File: src/rtl/mem_stage_mo_pkg.sv
// Shared encodings and queue entry type for the multi-outstanding MEM stage.
package mem_stage_mo_pkg;

    localparam logic [2:0] LD_OP_NONE = 3'b000;
    localparam logic [2:0] LD_OP_W    = 3'b001;
    localparam logic [2:0] LD_OP_B    = 3'b010;
    localparam logic [2:0] LD_OP_BU   = 3'b011;
    localparam logic [2:0] LD_OP_H    = 3'b100;
    localparam logic [2:0] LD_OP_HU   = 3'b101;

    localparam int BUSY_W = 32;

    // Payload is kept in a separate array because its width is a parameter of the stage.
    typedef struct packed {
        logic        need_resp;
        logic        got;
        logic [31:0] rdata;
        logic [2:0]  ld_op;
        logic [1:0]  addr;
        logic [31:0] alu_result;
        logic        gr_we;
        logic [4:0]  dest;
    } ms_entry_t;

endpackage

File: src/rtl/mem_stage_mo_chk.sv
// Simulation-only checks on the MEM stage response path.
module mem_stage_mo_chk (
    input logic clk,
    input logic reset,
    input logic data_ok,
    input logic resp_taken
);

    // A response must be either discarded or matched to a waiting entry.
    resp_match_a: assert property (@(posedge clk) disable iff (reset) data_ok |-> resp_taken);

endmodule

File: src/rtl/mem_stage_mo_load_align.sv
// Load data formatter: selects byte/half/word from rdata and extends it,
// or passes the ALU result through for non-load instructions.
module mem_load_align
    import mem_stage_mo_pkg::*;
(
    input  logic [2:0]  ld_op,
    input  logic [1:0]  addr,
    input  logic [31:0] rdata,
    input  logic [31:0] alu_result,
    output logic [31:0] result
);

    logic [7:0]  byte_s;
    logic [15:0] half_s;

    // Lane selection followed by sign or zero extension.
    always_comb begin
        case (addr)
            2'b00:   byte_s = rdata[7:0];
            2'b01:   byte_s = rdata[15:8];
            2'b10:   byte_s = rdata[23:16];
            2'b11:   byte_s = rdata[31:24];
            default: byte_s = 8'h00;
        endcase
        if (addr[1]) begin
            half_s = rdata[31:16];
        end else begin
            half_s = rdata[15:0];
        end
        case (ld_op)
            LD_OP_W:  result = rdata;
            LD_OP_B:  result = {{24{byte_s[7]}}, byte_s};
            LD_OP_BU: result = {24'h000000, byte_s};
            LD_OP_H:  result = {{16{half_s[15]}}, half_s};
            LD_OP_HU: result = {16'h0000, half_s};
            default:  result = alu_result;
        endcase
    end

endmodule

File: src/rtl/mem_stage_mo.sv
// Multi-outstanding MEM stage: in-order queue between EX and WB with response
// matching, post-flush discard counting and load formatting.
// Optional macro MS_RESP_BYPASS_EN lets a response to the head entry complete it in the same cycle.
module mem_stage_mo
    import mem_stage_mo_pkg::*;
#(
    parameter int DEPTH     = 4,
    parameter int PAYLOAD_W = 160
) (
    input  logic                         clk,
    input  logic                         reset,
    input  logic                         flush,
    input  logic                         es_to_ms_valid,
    output logic                         ms_allowin,
    input  logic                         es_req_issued,
    input  logic [2:0]                   es_ld_op,
    input  logic [31:0]                  es_alu_result,
    input  logic                         es_gr_we,
    input  logic [4:0]                   es_dest,
    input  logic [PAYLOAD_W-1:0]         es_payload,
    input  logic                         data_ok,
    input  logic [31:0]                  rdata,
    input  logic                         ws_allowin,
    output logic                         ms_to_ws_valid,
    output logic [31:0]                  ms_to_ws_result,
    output logic                         ms_to_ws_gr_we,
    output logic [4:0]                   ms_to_ws_dest,
    output logic [PAYLOAD_W-1:0]         ms_to_ws_payload,
    output logic [BUSY_W-1:0]            ms_busy_mask,
    output logic [$clog2(DEPTH+1)-1:0]   ms_outstanding
);

    localparam int PTR_W = $clog2(DEPTH);
    localparam int CNT_W = $clog2(DEPTH + 1);

    ms_entry_t            ent_r     [DEPTH];
    logic [PAYLOAD_W-1:0] payload_r [DEPTH];
    logic [DEPTH-1:0]     valid_r;
    logic [PTR_W-1:0]     rd_ptr_r;
    logic [PTR_W-1:0]     wr_ptr_r;
    logic [CNT_W-1:0]     count_r;
    logic [CNT_W-1:0]     discard_cnt_r;

    logic [PTR_W-1:0]     idx_s;
    logic [PTR_W-1:0]     resp_ptr_s;
    logic                 pend_i_s;
    logic                 resp_hit_s;
    logic [CNT_W-1:0]     pend_cnt_s;
    logic [BUSY_W-1:0]    busy_s;
    ms_entry_t            head_s;
    logic [31:0]          head_rdata_s;
    logic                 discard_dec_s;
    logic                 resp_wr_s;
    logic                 bypass_s;
    logic                 head_ready_s;
    logic                 push_s;
    logic                 pop_s;

    // Oldest entry still awaiting a response (scanned from the head), pending count and GPR busy mask.
    always_comb begin
        idx_s      = rd_ptr_r;
        pend_i_s   = 1'b0;
        resp_ptr_s = rd_ptr_r;
        resp_hit_s = 1'b0;
        pend_cnt_s = '0;
        busy_s     = '0;
        for (int i = 0; i < DEPTH; i++) begin
            idx_s      = rd_ptr_r + PTR_W'(i);
            pend_i_s   = valid_r[idx_s] && ent_r[idx_s].need_resp && !ent_r[idx_s].got;
            pend_cnt_s = pend_cnt_s + CNT_W'(pend_i_s);
            resp_ptr_s = (pend_i_s && !resp_hit_s) ? idx_s : resp_ptr_s;
            resp_hit_s = resp_hit_s | pend_i_s;
            busy_s[ent_r[i].dest] = busy_s[ent_r[i].dest] |
                (valid_r[i] && ent_r[i].gr_we && (ent_r[i].dest != 5'd0));
        end
    end

    assign head_s        = ent_r[rd_ptr_r];
    assign discard_dec_s = data_ok && (discard_cnt_r != '0);
    assign resp_wr_s     = data_ok && !discard_dec_s && resp_hit_s;

`ifdef MS_RESP_BYPASS_EN
    assign bypass_s = resp_wr_s && (resp_ptr_s == rd_ptr_r);
`else
    assign bypass_s = 1'b0;
`endif

    assign head_rdata_s   = bypass_s ? rdata : head_s.rdata;
    assign head_ready_s   = valid_r[rd_ptr_r] && (!head_s.need_resp || head_s.got || bypass_s);
    assign ms_to_ws_valid = head_ready_s && !flush;
    assign pop_s          = ms_to_ws_valid && ws_allowin;
    // Queued entries plus cancelled-but-unanswered requests share one budget of DEPTH.
    assign ms_allowin     = !flush &&
        (((CNT_W+1)'(count_r) + (CNT_W+1)'(discard_cnt_r)) < (CNT_W+1)'(DEPTH));
    assign push_s         = es_to_ms_valid && ms_allowin;

    assign ms_to_ws_gr_we   = head_s.gr_we;
    assign ms_to_ws_dest    = head_s.dest;
    assign ms_to_ws_payload = payload_r[rd_ptr_r];
    assign ms_busy_mask     = busy_s;
    assign ms_outstanding   = pend_cnt_s + discard_cnt_r;

    mem_load_align u_align (
        .ld_op      (head_s.ld_op),
        .addr       (head_s.addr),
        .rdata      (head_rdata_s),
        .alu_result (head_s.alu_result),
        .result     (ms_to_ws_result)
    );

    // Queue state update: flush bookkeeping, or response capture, push and pop.
    always_ff @(posedge clk) begin
        if (reset) begin
            valid_r       <= '0;
            rd_ptr_r      <= '0;
            wr_ptr_r      <= '0;
            count_r       <= '0;
            discard_cnt_r <= '0;
        end else if (flush) begin
            valid_r       <= '0;
            rd_ptr_r      <= '0;
            wr_ptr_r      <= '0;
            count_r       <= '0;
            discard_cnt_r <= discard_cnt_r + pend_cnt_s - CNT_W'(discard_dec_s || resp_wr_s);
        end else begin
            if (resp_wr_s) begin
                ent_r[resp_ptr_s].got   <= 1'b1;
                ent_r[resp_ptr_s].rdata <= rdata;
            end
            if (push_s) begin
                ent_r[wr_ptr_r] <= '{need_resp:  es_req_issued,
                                     got:        1'b0,
                                     rdata:      32'd0,
                                     ld_op:      es_ld_op,
                                     addr:       es_alu_result[1:0],
                                     alu_result: es_alu_result,
                                     gr_we:      es_gr_we,
                                     dest:       es_dest};
                payload_r[wr_ptr_r] <= es_payload;
                wr_ptr_r            <= wr_ptr_r + PTR_W'(1);
            end
            if (pop_s) begin
                rd_ptr_r <= rd_ptr_r + PTR_W'(1);
            end
            valid_r       <= (valid_r | (DEPTH'(push_s) << wr_ptr_r)) & ~(DEPTH'(pop_s) << rd_ptr_r);
            count_r       <= count_r + CNT_W'(push_s) - CNT_W'(pop_s);
            discard_cnt_r <= discard_cnt_r - CNT_W'(discard_dec_s);
        end
    end

    mem_stage_mo_chk u_chk (
        .clk        (clk),
        .reset      (reset),
        .data_ok    (data_ok),
        .resp_taken (discard_dec_s || resp_hit_s)
    );

endmodule
File: config.mk
export PLATFORM = sky130hd
export DESIGN_NAME = mem_stage_mo
export DESIGN_NICKNAME = d
export VERILOG_FILES = /design/src/rtl/mem_stage_mo_pkg.sv /design/src/rtl/mem_stage_mo_chk.sv /design/src/rtl/mem_stage_mo_load_align.sv /design/src/rtl/mem_stage_mo.sv
export SDC_FILE = /design/constraint.sdc
export NUM_CORES = 1
export LEC_CHECK = 0
export BUFFER_PORTS_ARGS = -buffer_cell sky130_fd_sc_hd__clkbuf_2
export CAP_MARGIN = 10
export CORE_ASPECT_RATIO = 0.6
export CORE_MARGIN = 2
export CORE_UTILIZATION = 45
export DETAILED_ROUTE_END_ITERATION = 12
export PLACE_DENSITY = 0.7
export SYNTH_ARGS = -nofsm -noshare
export SYNTH_HDL_FRONTEND = slang
export SYNTH_SLANG_ARGS = --single-unit
File: constraint.sdc
create_clock -name clk -period 11.2 [get_ports clk]
set_input_delay 1.68 -clock clk [delete_from_list [all_inputs] [get_ports clk]]
set_output_delay 1.68 -clock clk [all_outputs]
set_load 0.005 [all_outputs]
==> impl_metrics.yaml, run 1 <==
floorplan:
  die_y_um: 235
  design.portCount: 475
  initial_core_util_pct: 45.5
  die_area_um2: 91100
  die_x_um: 388
  core_area_um2: 87800
  placementRows: 84
timing:
  hold_viol_final: 0
  fin_ws_ns: 3.28
  setup_violations: 0
  clock_skew_ns: 0.0499
  post-route-min-period_ns: 7.92
  fin_crit_sh_pct: 70.7
  worst_slew_pin_slew_ns: 1.36
  max_freq_ghz: 0.126
  fin_hold_ws_ns: 0.454
  rsz0062_at_grt: "no"
  maxSlewHeadroom_pct: 7.93
  fin_tns_setup_ns: 0
  slew_viol_final: 0
finish:
  final_layout_size_suffix_gt1_share_pct: 31.5
  final_cells: 4087
  syn_to_final_growth_pct: 16.1
  multi_input_comb_area_um2: 11900
  final_net_count: 3112
  mostFrequentLayoutCell: "edfxtp_1"
  fillers: 6998
  seq_area_um2: 27200
  layout_common_cells: "edfxtp_1 (808), clkbuf_2 (475), nor2_1 (249), mux4_2 (241), mux2i_1 (158)"
  final_core_util_pct: 52.8
cts:
  h-tree-depth: 3
  hold_buffers: 0
  cts_buffers: 85
  cts_resized: 0
  clockRootBuffer: "clkbuf_16"
  cts_tree: "yes"
  cts_buffer_depth: 3
  clock_sinks: 956
  postCtsSetupBuffers: 0
  clkTransAtPathRegs_ns: 0.06
  clock_latency_ns: 0.69
global_routing:
  grt_pass1_wl_um: 167000
  grtUsageTotal_pct: 24.7
  grt_max_degree: 131
  overflow: 0
  grt_pass1_vias: 24369
  antenna_found_initial: 10
detailed_routing:
  ant_nets: 0
  drc: 0
  totalWireLength_um: 114000
  drt_pre_antenna_iters: 8
  drtIter0Drc: 2671
  wire_per_inst_um: 28.0
  vias_per_cell: 5.95
  vias: 24301
synth:
  synthFlopType: "edfxtp_1"
  syn_inst: 2406
  synth_area_um2: 39900
  synthDistinctLibCells: 80
  ys_ff_latch: 956
  synth_edf_count: 808
  avgSynthCellArea_um2: 16.6
  yosysSeqAreaShare_pct: 68.2
  syn-num-nets: 2664
  async_reset_ff_share_pct: 0
  synth_warnings: 0
power:
  combPwrFrac_pct: 3.7
  sequentialPowerShare_pct: 55.2
  p_clk_share_pct: 41.2
  power_density_nw_per_um2: 153
  p_leak_nw: 16.1
  swShare_pct: 20.8
  p_int_w: 0.00562
  vdd_drop_max_uv: 150
  power.switching_w: 0.00148
place:
  place_congestion: 0.953
  place_inst: 3924
  dp_hpwl_um: 78600
  place_ws_ns: 3.84
  io_buffers: 473
worst_setup_path:
  worstSetupStartpointType: "register"
  end_kind: "output pin"
  critPathKind: "register to output pin"
  path_max_fanout: 31
  crit_arrival_ns: 6.24
  worstPathRequired_ns: 9.52
hold_path:
  hold_class: "register to register"
run:
  maxCapViolations: 0
status:
  outcome: "finished, final reports clean"
cells in the mapped netlist (14+ instances only):
cell type / instances / share of area [%]
a21oi_1: 66 / 0.83
a31oi_1: 21 / 0.33
buf_1: 33 / 0.31
clkbuf_1: 103 / 0.97
dfxtp_1: 148 / 7.4
edfxtp_1: 808 / 61
ha_1: 14 / 0.44
inv_1: 30 / 0.28
mux2i_1: 158 / 4.0
mux4_2: 241 / 14
nand2_1: 110 / 1.0
nand3_1: 43 / 0.54
nor2_1: 250 / 2.4
nor3_1: 29 / 0.36
nor3b_1: 17 / 0.32
o211ai_1: 24 / 0.45
o21ai_0: 45 / 0.56
registers in the layout, indices dropped and copies added, names as in the netlist, named ones only:
name / flops
ent_r: 300
discard_cnt_r: 3
payload_r: 640
rd_ptr_r: 2
valid_r: 4
wr_ptr_r: 2
count_r: 3
layer usage:
metal / GRT usage, % / vias up / routed length [um]
met2: 36.0 / 1016 / 50400
met1: 36.3 / 12684 / 50900
li1: - / 10457 / -
met3: 8.76 / 130 / 11400
met4: 4.39 / 14 / 1500
met5: 0.416 / - / 140
path summary, 6_finish.rpt:
path / startpoint / endpoint / slack [ns] / depth (start not counted)
setup / recovery: ent_r[2][1]$_DFFE_PP_ / ms_busy_mask[21] / 3.28 / 12
hold / removal: ent_r[2][75]$_SDFFE_PP0P_ / ent_r[2][75]$_SDFFE_PP0P_ / 0.45 / 2
setup reg to reg: register / ent_r[3][49]$_SDFFE_PP0P_ / 6.68 / 11
hold reg to reg: ent_r[2][75]$_SDFFE_PP0P_ / ent_r[2][75]$_SDFFE_PP0P_ / 0.45 / 2
kinds of logic after synthesis:
group,Yosys count,synth area share (%)
flip-flops,956,68.2
AND/OR/NAND/NOR,559,6.65
multiplexers,406,17.8
AO/OA/AOI/OAI,263,4.40
buffers and inverters,186,1.90
adder cells (fa/ha/maj),18,0.640
XOR/XNOR,17,0.392
other,1,0.00940
per-stage QoR:
| step | area, um2 | total power [W] |
|---|---|---|
| floorplan | 39900 | 0.00410 |
| global placement | 43400 | 0.00423 |
| detailed placement | 43400 | 0.00425 |
| CTS | 46300 | 0.00716 |
| global route | 46300 | 0.00732 |
| finish | 46300 | 0.00709 |
power by group through the flow:
stage	sequential, W	clock [W]	combinational, W
5_1_grt	0.00391	0.00313	0.000283
3_5_place_dp	0.00399	0	0.000261
3_3_place_gp	0.00399	0	0.000248
2_1_floorplan	0.00400	0	0.000108
6_report	0.00391	0.00292	0.000262
4_1_cts	0.00391	0.00299	0.000262
layout make-up:
| class | count | share of cell area (%) |
|---|---|---|
| Tap cell | 1161 | 3.14 |
| Multi-Input combinational cell | 1264 | 25.8 |
| Sequential cell | 956 | 58.8 |
| Clock buffer | 109 | 5.05 |
| Clock inverter | 45 | 1.04 |
| Timing Repair Buffer | 516 | 5.90 |
| Antenna cell | 5 | 0.0270 |
| Inverter | 31 | 0.251 |
critical path, cell delays in order (launching register included):
cell and delay, ns:
edfxtp_1 0.95, xor2_1 0.23, nor4_1 0.87, mux2i_1 0.29, a311oi_1 0.72, a211oi_4 0.19
o21ai_2 0.21, a2111o_1 0.59, inv_1 0.14, o22ai_1 0.32, and4bb_2 0.50, o31ai_1 0.36
clkbuf_2 0.18
Power figures use the tool's default switching activity.
==> inputs of run 2 (changes only) <==
PLACE_DENSITY = 0.73   (was 0.7)
clock period = 6.5 ns   (was 11.2 ns; I/O delays follow)
==> run 2 against run 1 <==
Clock-buffer cell count decreased by 3. Critical path depth up 1. Critical path type unchanged. Clock power rose by 86%. Largest power group unchanged. Combinational power rose by 73%.
==> impl_metrics.yaml, run 2 (synthesized netlist as in run 1, its figures left out) <==
status:
  outcome: "finished, final reports clean"
detailed_routing:
  drc: 0
  totalWireLength_um: 116000
  ant_nets: 0
  wire_per_inst_um: 28.0
  vias: 24708
  drt_pre_antenna_iters: 7
  drtIter0Drc: 2545
  vias_per_cell: 5.98
finish:
  final_net_count: 3156
  largestRegisters: "payload_r (640), ent_r (300), valid_r (4)"
  final_layout_size_suffix_gt1_share_pct: 32.6
  largest_reg_flops: 640
  layout_common_cells: "edfxtp_1 (808), clkbuf_2 (473), nor2_1 (250), mux4_2 (241), mux2i_1 (158)"
  mostFrequentLayoutCell: "edfxtp_1"
  syn_to_final_growth_pct: 17.7
  regMostFlops: "payload_r"
  final_core_util_pct: 53.5
place:
  io_buffers: 473
  dp_hpwl_um: 79200
  place_congestion: 0.960
power:
  swShare_pct: 20.6
  power_density_nw_per_um2: 269
  p_leak_nw: 16.5
  p_int_w: 0.0100
  vdd_drop_max_uv: 370
  combPwrFrac_pct: 3.6
  sequentialPowerShare_pct: 53.3
  p_clk_share_pct: 43.1
  power.switching_w: 0.00260
timing:
  fin_tns_setup_ns: 0
  rsz0062_at_grt: "no"
  maxSlewHeadroom_pct: 21.8
  setup_violations: 0
  hold_viol_final: 0
  max_freq_ghz: 0.160
  clock_skew_ns: 0.0392
  fin_hold_ws_ns: 0.458
  worst_slew_pin_slew_ns: 1.17
  fin_crit_sh_pct: 95.9
  slew_viol_final: 0
  post-route-min-period_ns: 6.23
cts:
  clock_sinks: 956
  clkTransAtPathRegs_ns: 0.06
  h-tree-depth: 3
  cts_buffer_depth: 3
  hold_buffers: 0
  clock_latency_ns: 0.70
  cts_buffers: 86
  cts_tree: "yes"
  clockRootBuffer: "clkbuf_16"
worst_setup_path:
  rrSetupSlack_ns: 2.50
  worstPathRequired_ns: 5.52
  path_max_fanout: 27
  max_stage_delay_ns: 0.75
  crit_arrival_ns: 5.26
  critPathKind: "register to output pin"
  crit_family: "simple AND/OR/NAND/NOR gates"
  end_kind: "output pin"
  rr_worst_depth: 9
  path_cells: "and4b_1 > mux2i_1 > or4b_2 > a21oi_1 > a21oi_1 > a41oi_1 > a2111o_2 > inv_1 > o22ai_1 > and4bb_2 > buf_12 > o31ai_1 > clkbuf_2"
  critPathSlowestCell: "and4b_1"
  worstSetupStartpointType: "register"
  r2r-end: "ent_r[1][54]$_SDFFE_PP0P_"
  cp.buffers_inverters: 3
  cp_common_cell: "a21oi_1"
  r2r-start: "rd_ptr_r[0]$_SDFFE_PP0P_"
floorplan:
  placementRows: 84
  die_area_um2: 91100
  design.portCount: 475
  core_area_um2: 87800
  die_y_um: 235
  initial_core_util_pct: 45.5
  die_x_um: 388
hold_path:
  hp-start: "ent_r[2][75]$_SDFFE_PP0P_"
  holdPathEnd: "ent_r[2][75]$_SDFFE_PP0P_"
  hold_class: "register to register"
  whs_path_depth: 2
run:
  maxCapViolations: 0
global_routing:
  grt_pass1_vias: 24912
  grtUsageTotal_pct: 25.0
  overflow: 0
  antenna_found_initial: 12
  grt_max_degree: 80
  grt_pass1_wl_um: 169000
## run 2: per-layer routing
layer / track usage, % / wire length, um / up-vias
li1: - / - / 10545
met1: 36.5 / 49700 / 12807
met2: 36.9 / 51700 / 1194
met3: 7.98 / 11900 / 148
met4: 5.28 / 2190 / 14
met5: 0 / 99 / -
## run 2: tightest hold or removal path, delay by kind of cell (launching register included)
family | cells | cell delay, ns
buf+inv | 1 | 0.05
flops | 1 | 0.31
compound gates | 1 | 0.05
## run 2: timing repair
action	in CTS	in global routing
resized for setup	0	5
endpoints found under the setup margin	0	31
buffers inserted	0	7
## run 2: how the worst max path moves through the flow
stage / start / end / slack, ns / depth (start not counted)
6_report: ent_r[0][0]$_DFFE_PP_ / ms_busy_mask[22] / 0.27 / 13
5_1_grt: ent_r[1][2]$_DFFE_PP_ / ms_busy_mask[11] / 0.06 / 15
3_5_place_dp: ent_r[1][4]$_DFFE_PP_ / ms_busy_mask[11] / 0.83 / 14
4_1_cts: ent_r[1][4]$_DFFE_PP_ / ms_busy_mask[11] / 0.08 / 14
3_3_place_gp: ent_r[2][1]$_DFFE_PP_ / ms_busy_mask[11] / 0.89 / 15
2_1_floorplan: flush / ent_r[0][0]$_DFFE_PP_ / 0.78 / 8
## run 2: metrics by stage
step | power (W) | instances | setup slack [ns] | instance area (um2)
floorplan | 0.00706 | 2406 | 0.775 | 39900
global placement | 0.00730 | 3964 | 0.889 | 43800
detailed placement | 0.00732 | 3964 | 0.832 | 43800
CTS | 0.0127 | 4121 | 0.0838 | 46900
global route | 0.0130 | 4129 | 0.0575 | 47000
finish | 0.0126 | 4132 | 0.268 | 47000
## run 2: layout make-up
class	instances	area [um2]
Multi-Input combinational cell	1264	12000
Inverter	31	116
Tap cell	1161	1450
Clock buffer	106	2290
Clock inverter	51	762
Timing Repair Buffer	559	3140
Sequential cell	956	27200
Antenna cell	4	10.0
Fill cell	6934	40800
## run 2: power groups by stage
stage          logic (W)  registers [W]  clock network [W]
2_1_floorplan   0.000186        0.00687                  0
3_3_place_gp    0.000431        0.00687                  0
3_5_place_dp    0.000451        0.00687                  0
4_1_cts         0.000456        0.00674            0.00553
5_1_grt         0.000493        0.00674            0.00576
6_report        0.000454        0.00674            0.00544
==> inputs of run 3 (changes only) <==
BUFFER_PORTS_ARGS = -buffer_cell sky130_fd_sc_hd__buf_4   (was -buffer_cell sky130_fd_sc_hd__clkbuf_2)
SKIP_CTS_REPAIR_TIMING = 1   (was default)
==> run 3 against run 2 <==
Clock power down 4.0%. Critical path depth increased by 2. Sequential power about the same. First-iteration DRC count fell by 2.8%. Global-route usage increased by 0.058 points. Fmax down 1.2%. Clock skew is 0.0022 ns higher. Cell count about the same. Register-to-register slack got worse by 0.51 ns. Clock-buffer cell count increased by 14. Design area grew 2.3%. Non-clock buffer count down 3. Critical path type unchanged. Largest cell class unchanged. Highest routed layer unchanged.
==> impl_metrics.yaml, run 3 (synthesized netlist as in run 1, its figures left out) <==
status:
  outcome: "finished, final reports clean"
power:
  p_total_w: 0.0125
  combPwrFrac_pct: 4.2
  p_clk_share_pct: 41.8
  power.switching_w: 0.00258
  swShare_pct: 20.7
  sequentialPowerShare_pct: 54.0
  power_density_nw_per_um2: 260
  p_int_w: 0.00991
  p_leak_nw: 16.7
  vdd_drop_max_uv: 295
floorplan:
  core_area_um2: 87800
  placementRows: 84
  die_area_um2: 91100
  die_x_um: 388
  design.portCount: 475
  die_y_um: 235
  initial_core_util_pct: 45.5
worst_setup_path:
  crit_arrival_ns: 5.33
  rr_worst_depth: 11
  path_max_fanout: 27
  critPathKind: "register to output pin"
  worstSetupStartpointType: "register"
  end_kind: "output pin"
  worstPathRequired_ns: 5.52
  rrSetupSlack_ns: 1.99
  r2r-end: "ent_r[1][54]$_SDFFE_PP0P_"
finish:
  seq_area_um2: 27200
  largestRegisters: "payload_r (640), ent_r (300), valid_r (4)"
  multi_input_comb_area_um2: 12000
  fillers: 6799
  largest_reg_flops: 640
  final_net_count: 3153
  diodes: 0
  syn_to_final_growth_pct: 20.4
  mostFrequentLayoutCell: "edfxtp_1"
  layout_common_cells: "edfxtp_1 (808), buf_4 (542), nor2_1 (250), mux4_2 (241), mux2i_1 (158)"
  final_layout_size_suffix_gt1_share_pct: 32.6
  regMostFlops: "payload_r"
timing:
  setup_violations: 0
  fin_tns_setup_ns: 0
  fin_crit_sh_pct: 97.0
  rsz0062_at_grt: "no"
  post-route-min-period_ns: 6.31
  max_freq_ghz: 0.159
  worst_slew_pin_slew_ns: 1.17
  slew_viol_final: 0
  hold_viol_final: 0
  fin_hold_ws_ns: 0.452
  clock_skew_ns: 0.0414
  maxSlewHeadroom_pct: 21.6
cts:
  clock_sinks: 956
  h-tree-depth: 3
  cts_buffer_depth: 3
  cts_buffers: 86
  cts_tree: "yes"
  clock_latency_ns: 0.69
  clkTransAtPathRegs_ns: 0.07
  clockRootBuffer: "clkbuf_16"
detailed_routing:
  ant_nets: 0
  drtIter0Drc: 2475
  drc: 0
  drt_pre_antenna_iters: 5
  vias: 24410
  vias_per_cell: 5.91
  wire_per_inst_um: 28.0
  totalWireLength_um: 116000
global_routing:
  grt_pass1_vias: 24729
  grt_max_degree: 81
  grt_pass1_wl_um: 169000
  overflow: 0
  antenna_found_initial: 2
  grtUsageTotal_pct: 25.1
hold_path:
  whs_path_depth: 2
  holdPathEnd: "ent_r[2][75]$_SDFFE_PP0P_"
  hold_class: "register to register"
  hp-start: "ent_r[2][75]$_SDFFE_PP0P_"
place:
  place_congestion: 0.957
  dp_hpwl_um: 80800
  io_buffers: 473
run:
  maxCapViolations: 0
run 3: cell types whose count changed in the layout (fill, tap and decap cells not counted), moves of 4 or more:
cell,delta
diode_2,-4
clkbuf_2,-473
bufinv_16,-7
clkinv_2,+4
clkinv_1,-5
clkbuf_1,+10
buf_4,+467
run 3: final cells by class:
cell class                      count  share of cell area (%)
Clock buffer                      120                    4.98
Clock inverter                     42                    1.12
Inverter                           31                   0.242
Multi-Input combinational cell   1264                    24.9
Sequential cell                   956                    56.7
Tap cell                         1161                    3.02
Timing Repair Buffer              556                    9.04
run 3: through the flow:
stage	worst slack, ns	std cells	util (%)	area [um2]
4_1_cts	0.0993	4129	54.7	48000
3_5_place_dp	0.823	3967	51.4	45100
5_1_grt	0.00580	4130	54.7	48000
2_1_floorplan	0.775	2406	-	39900
3_3_place_gp	0.855	3967	51.4	45100
6_report	0.192	4130	54.7	48000
run 3: worst max-delay path, stage by stage, from the launching register on:
cell	delay, ns
edfxtp_1	0.63
nand2b_1	0.34
o32ai_1	0.43
a41oi_2	0.37
nand3_4	0.29
buf_4	0.24
nand4_1	0.12
a41oi_1	0.50
a2111o_1	0.20
buf_4	0.24
inv_1	0.08
o22ai_1	0.27
and4bb_2	0.33
buf_12	0.17
o31ai_1	0.26
buf_4	0.17
run 3: power by group through the flow:
| stage | clock (W) | sequential, W | combinational, W |
|---|---|---|---|
| 2_1_floorplan | 0 | 0.00687 | 0.000186 |
| 3_3_place_gp | 0 | 0.00687 | 0.000504 |
| 3_5_place_dp | 0 | 0.00687 | 0.000526 |
| 4_1_cts | 0.00532 | 0.00674 | 0.000530 |
| 5_1_grt | 0.00556 | 0.00674 | 0.000568 |
| 6_report | 0.00522 | 0.00674 | 0.000528 |
run 3: worst max-delay path by stage:
| stage | from | to | slack (ns) | cells past startpoint |
|---|---|---|---|---|
| 6_report | ent_r[1][0]$_DFFE_PP_ | ms_busy_mask[22] | 0.19 | 15 |
| 5_1_grt | ent_r[1][0]$_DFFE_PP_ | ms_busy_mask[22] | 0.006 | 15 |
| 4_1_cts | ent_r[2][1]$_DFFE_PP_ | ms_busy_mask[11] | 0.1 | 14 |
| 3_5_place_dp | ent_r[1][0]$_DFFE_PP_ | ms_busy_mask[22] | 0.82 | 14 |
| 3_3_place_gp | ent_r[1][0]$_DFFE_PP_ | ms_busy_mask[11] | 0.86 | 14 |
| 2_1_floorplan | flush | ent_r[0][0]$_DFFE_PP_ | 0.78 | 8 |
run 3: per-layer routing:
layer / wire [um] / global-route usage [%] / up-vias / share of wire, %
met3: 11000 / 7.93 / 118 / 9.5
met5: 16 / 0 / - / 0.014
met2: 52200 / 37.6 / 1015 / 45
met1: 51000 / 36.8 / 12765 / 44
met4: 1360 / 3.42 / 2 / 1.2
li1: - / - / 10510 / -
